File: config.mk
export PLATFORM = sky130hd
export DESIGN_NAME = seq_detect_ctrl_flat
export DESIGN_NICKNAME = d
export VERILOG_FILES = /design/src/rtl/seq_detect_if.sv /design/src/rtl/seq_detect_ctrl.sv /design/src/flat_wrapper.sv
export SDC_FILE = /design/constraint.sdc
export NUM_CORES = 1
export LEC_CHECK = 0
export BUFFER_PORTS_ARGS = -buffer_cell sky130_fd_sc_hd__buf_2
export CAP_MARGIN = 25
export CORE_ASPECT_RATIO = 1.25
export CORE_MARGIN = 2
export CORE_UTILIZATION = 45
export CTS_CLUSTER_SIZE = 16
export DETAILED_ROUTE_END_ITERATION = 8
export PLACE_DENSITY = 0.69
export SLEW_MARGIN = 10
export SYNTH_ARGS = -nofsm -noshare
export SYNTH_HDL_FRONTEND = slang
export SYNTH_SLANG_ARGS = --single-unit
File: constraint.sdc
create_clock -name clk -period 5.5 [get_ports clk]
set_input_delay 1.1 -clock clk [delete_from_list [all_inputs] [get_ports clk]]
set_output_delay 1.1 -clock clk [all_outputs]
set_load 0.03 [all_outputs]
File: src/rtl/seq_detect_if.sv
// Configuration, control, serial-bit and match-event signals between the
// stream source / event consumer (master) and seq_detect_ctrl (slave).
interface seq_detect_if #(
    parameter int MAX_LEN = 8,
    parameter int CNT_W   = 8
);
    localparam int LEN_W = $clog2(MAX_LEN) + 1;

    logic               cfg_we;
    logic [MAX_LEN-1:0] cfg_pattern;
    logic [LEN_W-1:0]   cfg_len;
    logic               cfg_overlap;
    logic [CNT_W-1:0]   cfg_target;
    logic               start;
    logic               abort;
    logic               in;
    logic               in_valid;
    logic               out;
    logic               evt_valid;
    logic [CNT_W-1:0]   evt_count;
    logic               evt_ready;
    logic               evt_ovf;
    logic               busy;
    logic               done;

    modport master (
        output cfg_we, cfg_pattern, cfg_len, cfg_overlap, cfg_target,
        output start, abort, in, in_valid, evt_ready,
        input  out, evt_valid, evt_count, evt_ovf, busy, done
    );

    modport slave (
        input  cfg_we, cfg_pattern, cfg_len, cfg_overlap, cfg_target,
        input  start, abort, in, in_valid, evt_ready,
        output out, evt_valid, evt_count, evt_ovf, busy, done
    );
endinterface

File: src/rtl/seq_detect_ctrl.sv
// Programmable serial sequence detector: run-time pattern, overlap modes,
// match counting to a target and a valid/ready match-event port.
module seq_detect_ctrl #(
    parameter int MAX_LEN = 8,
    parameter int CNT_W   = 8
) (
    input logic        clk,
    input logic        arst,
    seq_detect_if.slave bus
);
    localparam int LEN_W = $clog2(MAX_LEN) + 1;
    localparam logic [LEN_W-1:0] LEN_MAX = LEN_W'(MAX_LEN);
    localparam logic [MAX_LEN:0] ONE     = (MAX_LEN+1)'(1);

    typedef enum logic [1:0] {S_IDLE, S_ARMED, S_DONE} state_t;

    state_t             r_state, w_state_nxt;
    logic [MAX_LEN-1:0] r_pattern;
    logic [LEN_W-1:0]   r_len;
    logic               r_overlap;
    logic [CNT_W-1:0]   r_target;
    logic [MAX_LEN-1:0] r_hist;
    logic [LEN_W-1:0]   r_fill;
    logic [CNT_W-1:0]   r_cnt;
    logic               r_out;
    logic               r_evt_valid;
    logic [CNT_W-1:0]   r_evt_count;
    logic               r_evt_ovf;

    logic [LEN_W-1:0]   w_cfg_len;
    logic               w_sample;
    logic [MAX_LEN-1:0] w_hist_nxt;
    logic [LEN_W-1:0]   w_fill_inc;
    logic [MAX_LEN:0]   w_mask_full;
    logic [MAX_LEN-1:0] w_mask;
    logic               w_match;
    logic [CNT_W-1:0]   w_cnt_inc;
    logic               w_accept;

    assign w_cfg_len   = (bus.cfg_len == '0 || bus.cfg_len > LEN_MAX) ? LEN_MAX : bus.cfg_len;
    assign w_sample    = (r_state == S_ARMED) && bus.in_valid && !bus.abort;
    assign w_hist_nxt  = {r_hist[MAX_LEN-2:0], bus.in};
    assign w_fill_inc  = (r_fill == LEN_MAX) ? r_fill : r_fill + LEN_W'(1);
    assign w_mask_full = (ONE << r_len) - ONE;
    assign w_mask      = w_mask_full[MAX_LEN-1:0];
    // Fill and history both include the bit being sampled this cycle.
    assign w_match     = w_sample && (w_fill_inc >= r_len) &&
                         (((w_hist_nxt ^ r_pattern) & w_mask) == '0);
    assign w_cnt_inc   = (r_cnt == '1) ? r_cnt : r_cnt + CNT_W'(1);
    assign w_accept    = r_evt_valid && bus.evt_ready;

    always_ff @(posedge clk or posedge arst) begin
        if (arst) r_state <= S_IDLE;
        else      r_state <= w_state_nxt;
    end

    always_comb begin
        w_state_nxt = r_state;
        case (r_state)
            S_IDLE:  if (bus.start) w_state_nxt = S_ARMED;
            S_ARMED: if (w_match && r_target != '0 && w_cnt_inc == r_target)
                         w_state_nxt = S_DONE;
            S_DONE:  w_state_nxt = S_DONE;
            default: w_state_nxt = S_IDLE;
        endcase
        if (bus.abort) w_state_nxt = S_IDLE;
    end

    always_ff @(posedge clk or posedge arst) begin
        if (arst) begin
            r_pattern   <= '0;
            r_len       <= LEN_MAX;
            r_overlap   <= 1'b0;
            r_target    <= '0;
            r_hist      <= '0;
            r_fill      <= '0;
            r_cnt       <= '0;
            r_out       <= 1'b0;
            r_evt_valid <= 1'b0;
            r_evt_count <= '0;
            r_evt_ovf   <= 1'b0;
        end else if (bus.abort) begin
            // Counter and overflow flag stay readable until the next start.
            r_out       <= 1'b0;
            r_evt_valid <= 1'b0;
            r_hist      <= '0;
        end else begin
            r_out <= w_match;
            if (w_accept) r_evt_valid <= 1'b0;
            if (r_state == S_IDLE) begin
                if (bus.cfg_we) begin
                    r_pattern <= bus.cfg_pattern;
                    r_len     <= w_cfg_len;
                    r_overlap <= bus.cfg_overlap;
                    r_target  <= bus.cfg_target;
                end
                if (bus.start) begin
                    r_hist      <= '0;
                    r_fill      <= '0;
                    r_cnt       <= '0;
                    r_evt_valid <= 1'b0;
                    r_evt_ovf   <= 1'b0;
                end
            end else if (w_sample) begin
                r_hist <= w_hist_nxt;
                r_fill <= (w_match && !r_overlap) ? '0 : w_fill_inc;
                if (w_match) begin
                    r_cnt <= w_cnt_inc;
                    // An unaccepted pending event keeps its count; the new one is lost.
                    if (r_evt_valid && !bus.evt_ready) begin
                        r_evt_ovf <= 1'b1;
                    end else begin
                        r_evt_valid <= 1'b1;
                        r_evt_count <= w_cnt_inc;
                    end
                end
            end
        end
    end

    assign bus.out       = r_out;
    assign bus.evt_valid = r_evt_valid;
    assign bus.evt_count = r_evt_count;
    assign bus.evt_ovf   = r_evt_ovf;
    assign bus.busy      = (r_state == S_ARMED);
    assign bus.done      = (r_state == S_DONE);
endmodule

File: src/flat_wrapper.sv
// flat-port wrapper written by rule: the top's interface ports become plain ports
module seq_detect_ctrl_flat 
#(
    parameter int MAX_LEN = 8,
    parameter int CNT_W   = 8
)
  (clk, arst, bus_cfg_we, bus_cfg_pattern, bus_cfg_len, bus_cfg_overlap, bus_cfg_target, bus_start, bus_abort, bus_in, bus_in_valid, bus_evt_ready, bus_out, bus_evt_valid, bus_evt_count, bus_evt_ovf, bus_busy, bus_done);
  seq_detect_if #(.MAX_LEN(MAX_LEN), .CNT_W(CNT_W)) bus_i ();
  input logic clk;
  input logic arst;
  input wire logic [$bits(bus_i.cfg_we)-1:0] bus_cfg_we;
  input wire logic [$bits(bus_i.cfg_pattern)-1:0] bus_cfg_pattern;
  input wire logic [$bits(bus_i.cfg_len)-1:0] bus_cfg_len;
  input wire logic [$bits(bus_i.cfg_overlap)-1:0] bus_cfg_overlap;
  input wire logic [$bits(bus_i.cfg_target)-1:0] bus_cfg_target;
  input wire logic [$bits(bus_i.start)-1:0] bus_start;
  input wire logic [$bits(bus_i.abort)-1:0] bus_abort;
  input wire logic [$bits(bus_i.in)-1:0] bus_in;
  input wire logic [$bits(bus_i.in_valid)-1:0] bus_in_valid;
  input wire logic [$bits(bus_i.evt_ready)-1:0] bus_evt_ready;
  output wire logic [$bits(bus_i.out)-1:0] bus_out;
  output wire logic [$bits(bus_i.evt_valid)-1:0] bus_evt_valid;
  output wire logic [$bits(bus_i.evt_count)-1:0] bus_evt_count;
  output wire logic [$bits(bus_i.evt_ovf)-1:0] bus_evt_ovf;
  output wire logic [$bits(bus_i.busy)-1:0] bus_busy;
  output wire logic [$bits(bus_i.done)-1:0] bus_done;
  assign bus_i.cfg_we = bus_cfg_we;
  assign bus_i.cfg_pattern = bus_cfg_pattern;
  assign bus_i.cfg_len = bus_cfg_len;
  assign bus_i.cfg_overlap = bus_cfg_overlap;
  assign bus_i.cfg_target = bus_cfg_target;
  assign bus_i.start = bus_start;
  assign bus_i.abort = bus_abort;
  assign bus_i.in = bus_in;
  assign bus_i.in_valid = bus_in_valid;
  assign bus_i.evt_ready = bus_evt_ready;
  assign bus_out = bus_i.out;
  assign bus_evt_valid = bus_i.evt_valid;
  assign bus_evt_count = bus_i.evt_count;
  assign bus_evt_ovf = bus_i.evt_ovf;
  assign bus_busy = bus_i.busy;
  assign bus_done = bus_i.done;
  seq_detect_ctrl #(.MAX_LEN(MAX_LEN), .CNT_W(CNT_W)) u_core (.clk(clk), .arst(arst), .bus(bus_i));
endmodule
==> impl_metrics.sql <==
INSERT INTO impl_metrics (metric_group, metric, value, unit) VALUES
('clocking', 'cts.sink_count', '53', ''),
('timing', 'worst_hold_slack_after_final_layout', '0.501', 'ns'),
('clocking', 'cts_hold_repair.buffers', '0', ''),
('die', 'floorplan.rows', '33', ''),
('cells_and_area', 'antenna-diode-count', '0', ''),
('placed_design', 'dp_hpwl', '4830', 'µm'),
('timing', 'timing.final.crit_share', '55.7', '%'),
('setup_path', 'setup.worst_path.class', 'reg -> reg', ''),
('route', 'drt_pre_antenna_iters', '4', ''),
('route', 'dr_wl_met3', '267', 'µm'),
('clocking', 'insertion_delay', '0.31', 'ns'),
('setup_path', 'critical_path_endpoint_category', 'register', ''),
('die', 'core-area', '0.00661', 'mm²'),
('clocking', 'clock_path_buffers', '2', ''),
('logic_synthesis', 'count_of_flip_flops_with_a_built_in_enable_after_synthesis', '0', ''),
('cells_and_area', 'final_common_cell', 'dfrtp_1', ''),
('timing', 'timing_hold_violations_final', '0', ''),
('setup_path', 'arrival', '3.25', 'ns'),
('route', 'drt_wl_total', '6460', 'µm'),
('route', 'via_count_of_the_routed_design', '2409', ''),
('logic_synthesis', 'synth-async-reset-ratio', '100', '%'),
('logic_synthesis', 'synth.yosys.warnings', '0', ''),
('route', 'initialDrtViolationCount', '144', ''),
('route', 'met1Wirelength', '2950', 'µm'),
('cells_and_area', 'post-route-cell-area', '0.00347', 'mm²'),
('cells_and_area', 'drive_gt1_share', '22.5', '%'),
('logic_synthesis', 'postSynthCellCount', '313', ''),
('die', 'die-area', '0.00751', 'mm²'),
('timing', 'setup_repair_after_global_routing_missed_its_margin', 'false', ''),
('timing', 'slew-limit-headroom', '38.8', '%'),
('setup_path', 'timing.critical_path.required', '5.69', 'ns'),
('logic_synthesis', 'syn_avg_cell_area', '9.82', 'µm²'),
('worst_hold_path', 'min-delay-path-class', 'reg -> reg', ''),
('timing', 'clock_skew', '0.0134', 'ns'),
('clocking', 'post_cts.repair.setup_buffers', '0', ''),
('timing', 'final_setup_fails', '0', ''),
('clocking', 'cts-buffers-inserted', '5', ''),
('timing', 'worst_slew_pin_slew', '0.916', 'ns'),
('route', 'route.detailed.wl_per_inst', '14.8', 'µm'),
('setup_path', 'path_max_fanout', '15', ''),
('route', 'met2WireLength', '3070', 'µm'),
('status', 'run_status', 'complete, no violations', ''),
('global_routing', 'grt_overflow', '0', ''),
('setup_path', 'critical_path.cell_chain', 'or4_4, ha_1, xnor2_1, o211ai_1, nor3_1, nand2_2, nor2_4, nand2_4, mux2_1', ''),
('placed_design', 'io_buffer_count', '41', ''),
('power_and_ir_drop', 'max-vdd-ir-drop', '210', 'µV'),
('route', 'postRouteAntennaNets', '0', ''),
('global_routing', 'number_of_antenna_violations_at_the_first_check_in_global_routing', '0', ''),
('clocking', 'clock-root-buffer', 'clkbuf_8', ''),
('setup_path', 'critical_path.slowest_cell', 'or4_4', ''),
('logic_synthesis', 'netlist-cell-type-count', '54', ''),
('timing', 'fmaxAchievable', '0.327', 'GHz'),
('route', 'vias_per_cell', '5.50', ''),
('placed_design', 'placed_cells', '429', ''),
('cells_and_area', 'layout_area_growth_over_synthesis', '12.7', '%'),
('setup_path', 'max_stage_delay', '0.58', 'ns'),
('power_and_ir_drop', 'power_density', '390', 'mW/mm²'),
('logic_synthesis', 'yosysSeqAreaShare', '43.2', '%'),
('placed_design', 'gp_congestion', '0.881', ''),
('setup_path', 'start_kind', 'register', ''),
('clocking', 'cts.reportedPaths.clkPinSlew', '0.10', 'ns'),
('logic_synthesis', 'mappedNetlistArea', '0.00307', 'mm²'),
('cells_and_area', 'fin_cells', '438', ''),
('global_routing', 'grt_pass1_vias', '2340', ''),
('clocking', 'cts-resized-gates', '0', ''),
('cells_and_area', 'commonest_cells_after_routing_fill_and_taps_aside', 'dfrtp_1, buf_2, nand2_1', ''),
('timing', 'timing.setup.tns', '0', 'ns'),
('clocking', 'tritoncts', 'yes', ''),
('global_routing', 'grt_start_max_net_pins', '54', ''),
('power_and_ir_drop', 'report.power.total', '1.35', 'mW'),
('logic_synthesis', 'synth_flop_cell', 'dfrtp_1', '');
-- path summary, 6_finish.rpt --
kind	startpoint	end	slack (ns)	cells past startpoint
max	u_core.r_len[2]	u_core.bus.evt_count[5]	2.44	9
min	u_core.bus.evt_count[4]	u_core.bus.evt_count[4]	0.50	1
max reg2reg	u_core.r_len[2]	u_core.bus.evt_count[5]	2.44	9
min reg2reg	u_core.bus.evt_count[4]	u_core.bus.evt_count[4]	0.50	1
max in group asynchronous	arst	u_core.bus.evt_ovf	4.10	3
min in group asynchronous	arst	u_core.r_pattern[3]	0.95	3
-- power breakdown --
part	internal (mW)	total [mW]	switching, mW
Clock	0.183	0.314	0.131
Combinational	0.213	0.447	0.234
Sequential	0.482	0.590	0.108
Total	0.878	1.35	0.473
-- state kept, by name, summed over array words and instances, names as in the netlist --
| name | cells |
|---|---|
| u_core.r_fill | 4 |
| u_core.r_pattern | 8 |
| u_core.r_len | 4 |
| u_core.bus.evt_valid | 1 |
| u_core.r_cnt | 8 |
| u_core.bus.evt_ovf | 1 |
| u_core.bus.evt_count | 8 |
| u_core.r_overlap | 1 |
| u_core.bus.out | 1 |
| u_core.r_hist | 7 |
| u_core.r_target | 8 |
| u_core.r_state | 2 |
-- synthesized netlist by cell type (2+ instances only) --
cell type / number / area [µm²]
xor2_1: 9 / 78.8
nor4_1: 2 / 12.5
o32ai_1: 2 / 17.5
nand3b_1: 2 / 15.0
a31oi_1: 5 / 31.3
mux2_1: 7 / 78.8
buf_2: 7 / 35.0
nand2b_1: 4 / 25.0
nor3_1: 11 / 55.1
a22o_1: 4 / 35.0
clkbuf_1: 3 / 11.3
dfrtp_1: 52 / 1300
inv_1: 16 / 60.1
xnor2_1: 9 / 78.8
nand2_1: 35 / 131
nor2_1: 19 / 71.3
o211ai_1: 6 / 45.0
and4_1: 3 / 26.3
buf_4: 2 / 15.0
a21oi_1: 19 / 95.1
o21ai_1: 2 / 10.0
o21a_1: 3 / 22.5
a21o_1: 2 / 15.0
nand3_1: 9 / 45.0
a211oi_1: 2 / 15.0
mux2i_1: 4 / 40.0
o21ai_0: 17 / 85.1
ha_1: 11 / 138
and2_1: 3 / 18.8
mux2_2: 17 / 191
nand4_1: 3 / 18.8
-- worst max-delay path: cells and delay by family, from the launching register on --
kind	cells	cell delay (ns)
AND/OR/NAND/NOR	5	1.53
AO/OA/AOI/OAI	1	0.09
multiplexers	1	0.35
adder cells (fa/ha/maj)	1	0.27
flip-flops	1	0.51
XOR/XNOR	1	0.17
-- per-layer routing --
layer / vias up / track usage, %
li1: 1186 / -
met1: 1146 / 24.1
met2: 62 / 30.9
met3: 15 / 3.07
met4: 0 / 7.75
met5: - / 0
-- cell type report --
| type | count | area (µm²) |
|---|---|---|
| Multi-Input combinational cell | 231 | 1610 |
| Sequential cell | 53 | 1330 |
| Clock buffer | 5 | 68.8 |
| Inverter | 16 | 60.1 |
| Tap cell | 87 | 109 |
| Fill cell | 617 | 3140 |
| Clock inverter | 3 | 68.8 |
| Timing Repair Buffer | 43 | 218 |
-- through the flow --
stage / utilization [%] / setup WS [ns]
3_5_place_dp: 50.3 / 2.45
6_report: 52.5 / 2.44
5_1_grt: 52.5 / 2.22
2_1_floorplan: - / 2.85
4_1_cts: 52.4 / 2.44
3_3_place_gp: 50.3 / 2.55
-- kinds of logic (layout without fill, tap and decap cells) --
kind of cell,after synthesis,after routing,synth area share [%]
AOI/OAI and AO/OA,70,70,14.8
and+or+nand+nor,104,104,18.0
xor gates and xnor gates,18,18,5.13
adders and majority gates,11,11,4.48
buffers and inverters,29,67,4.31
DFF,53,53,43.2
muxes,28,28,10.1
No activity file was read; power rests on OpenSTA's default activity.
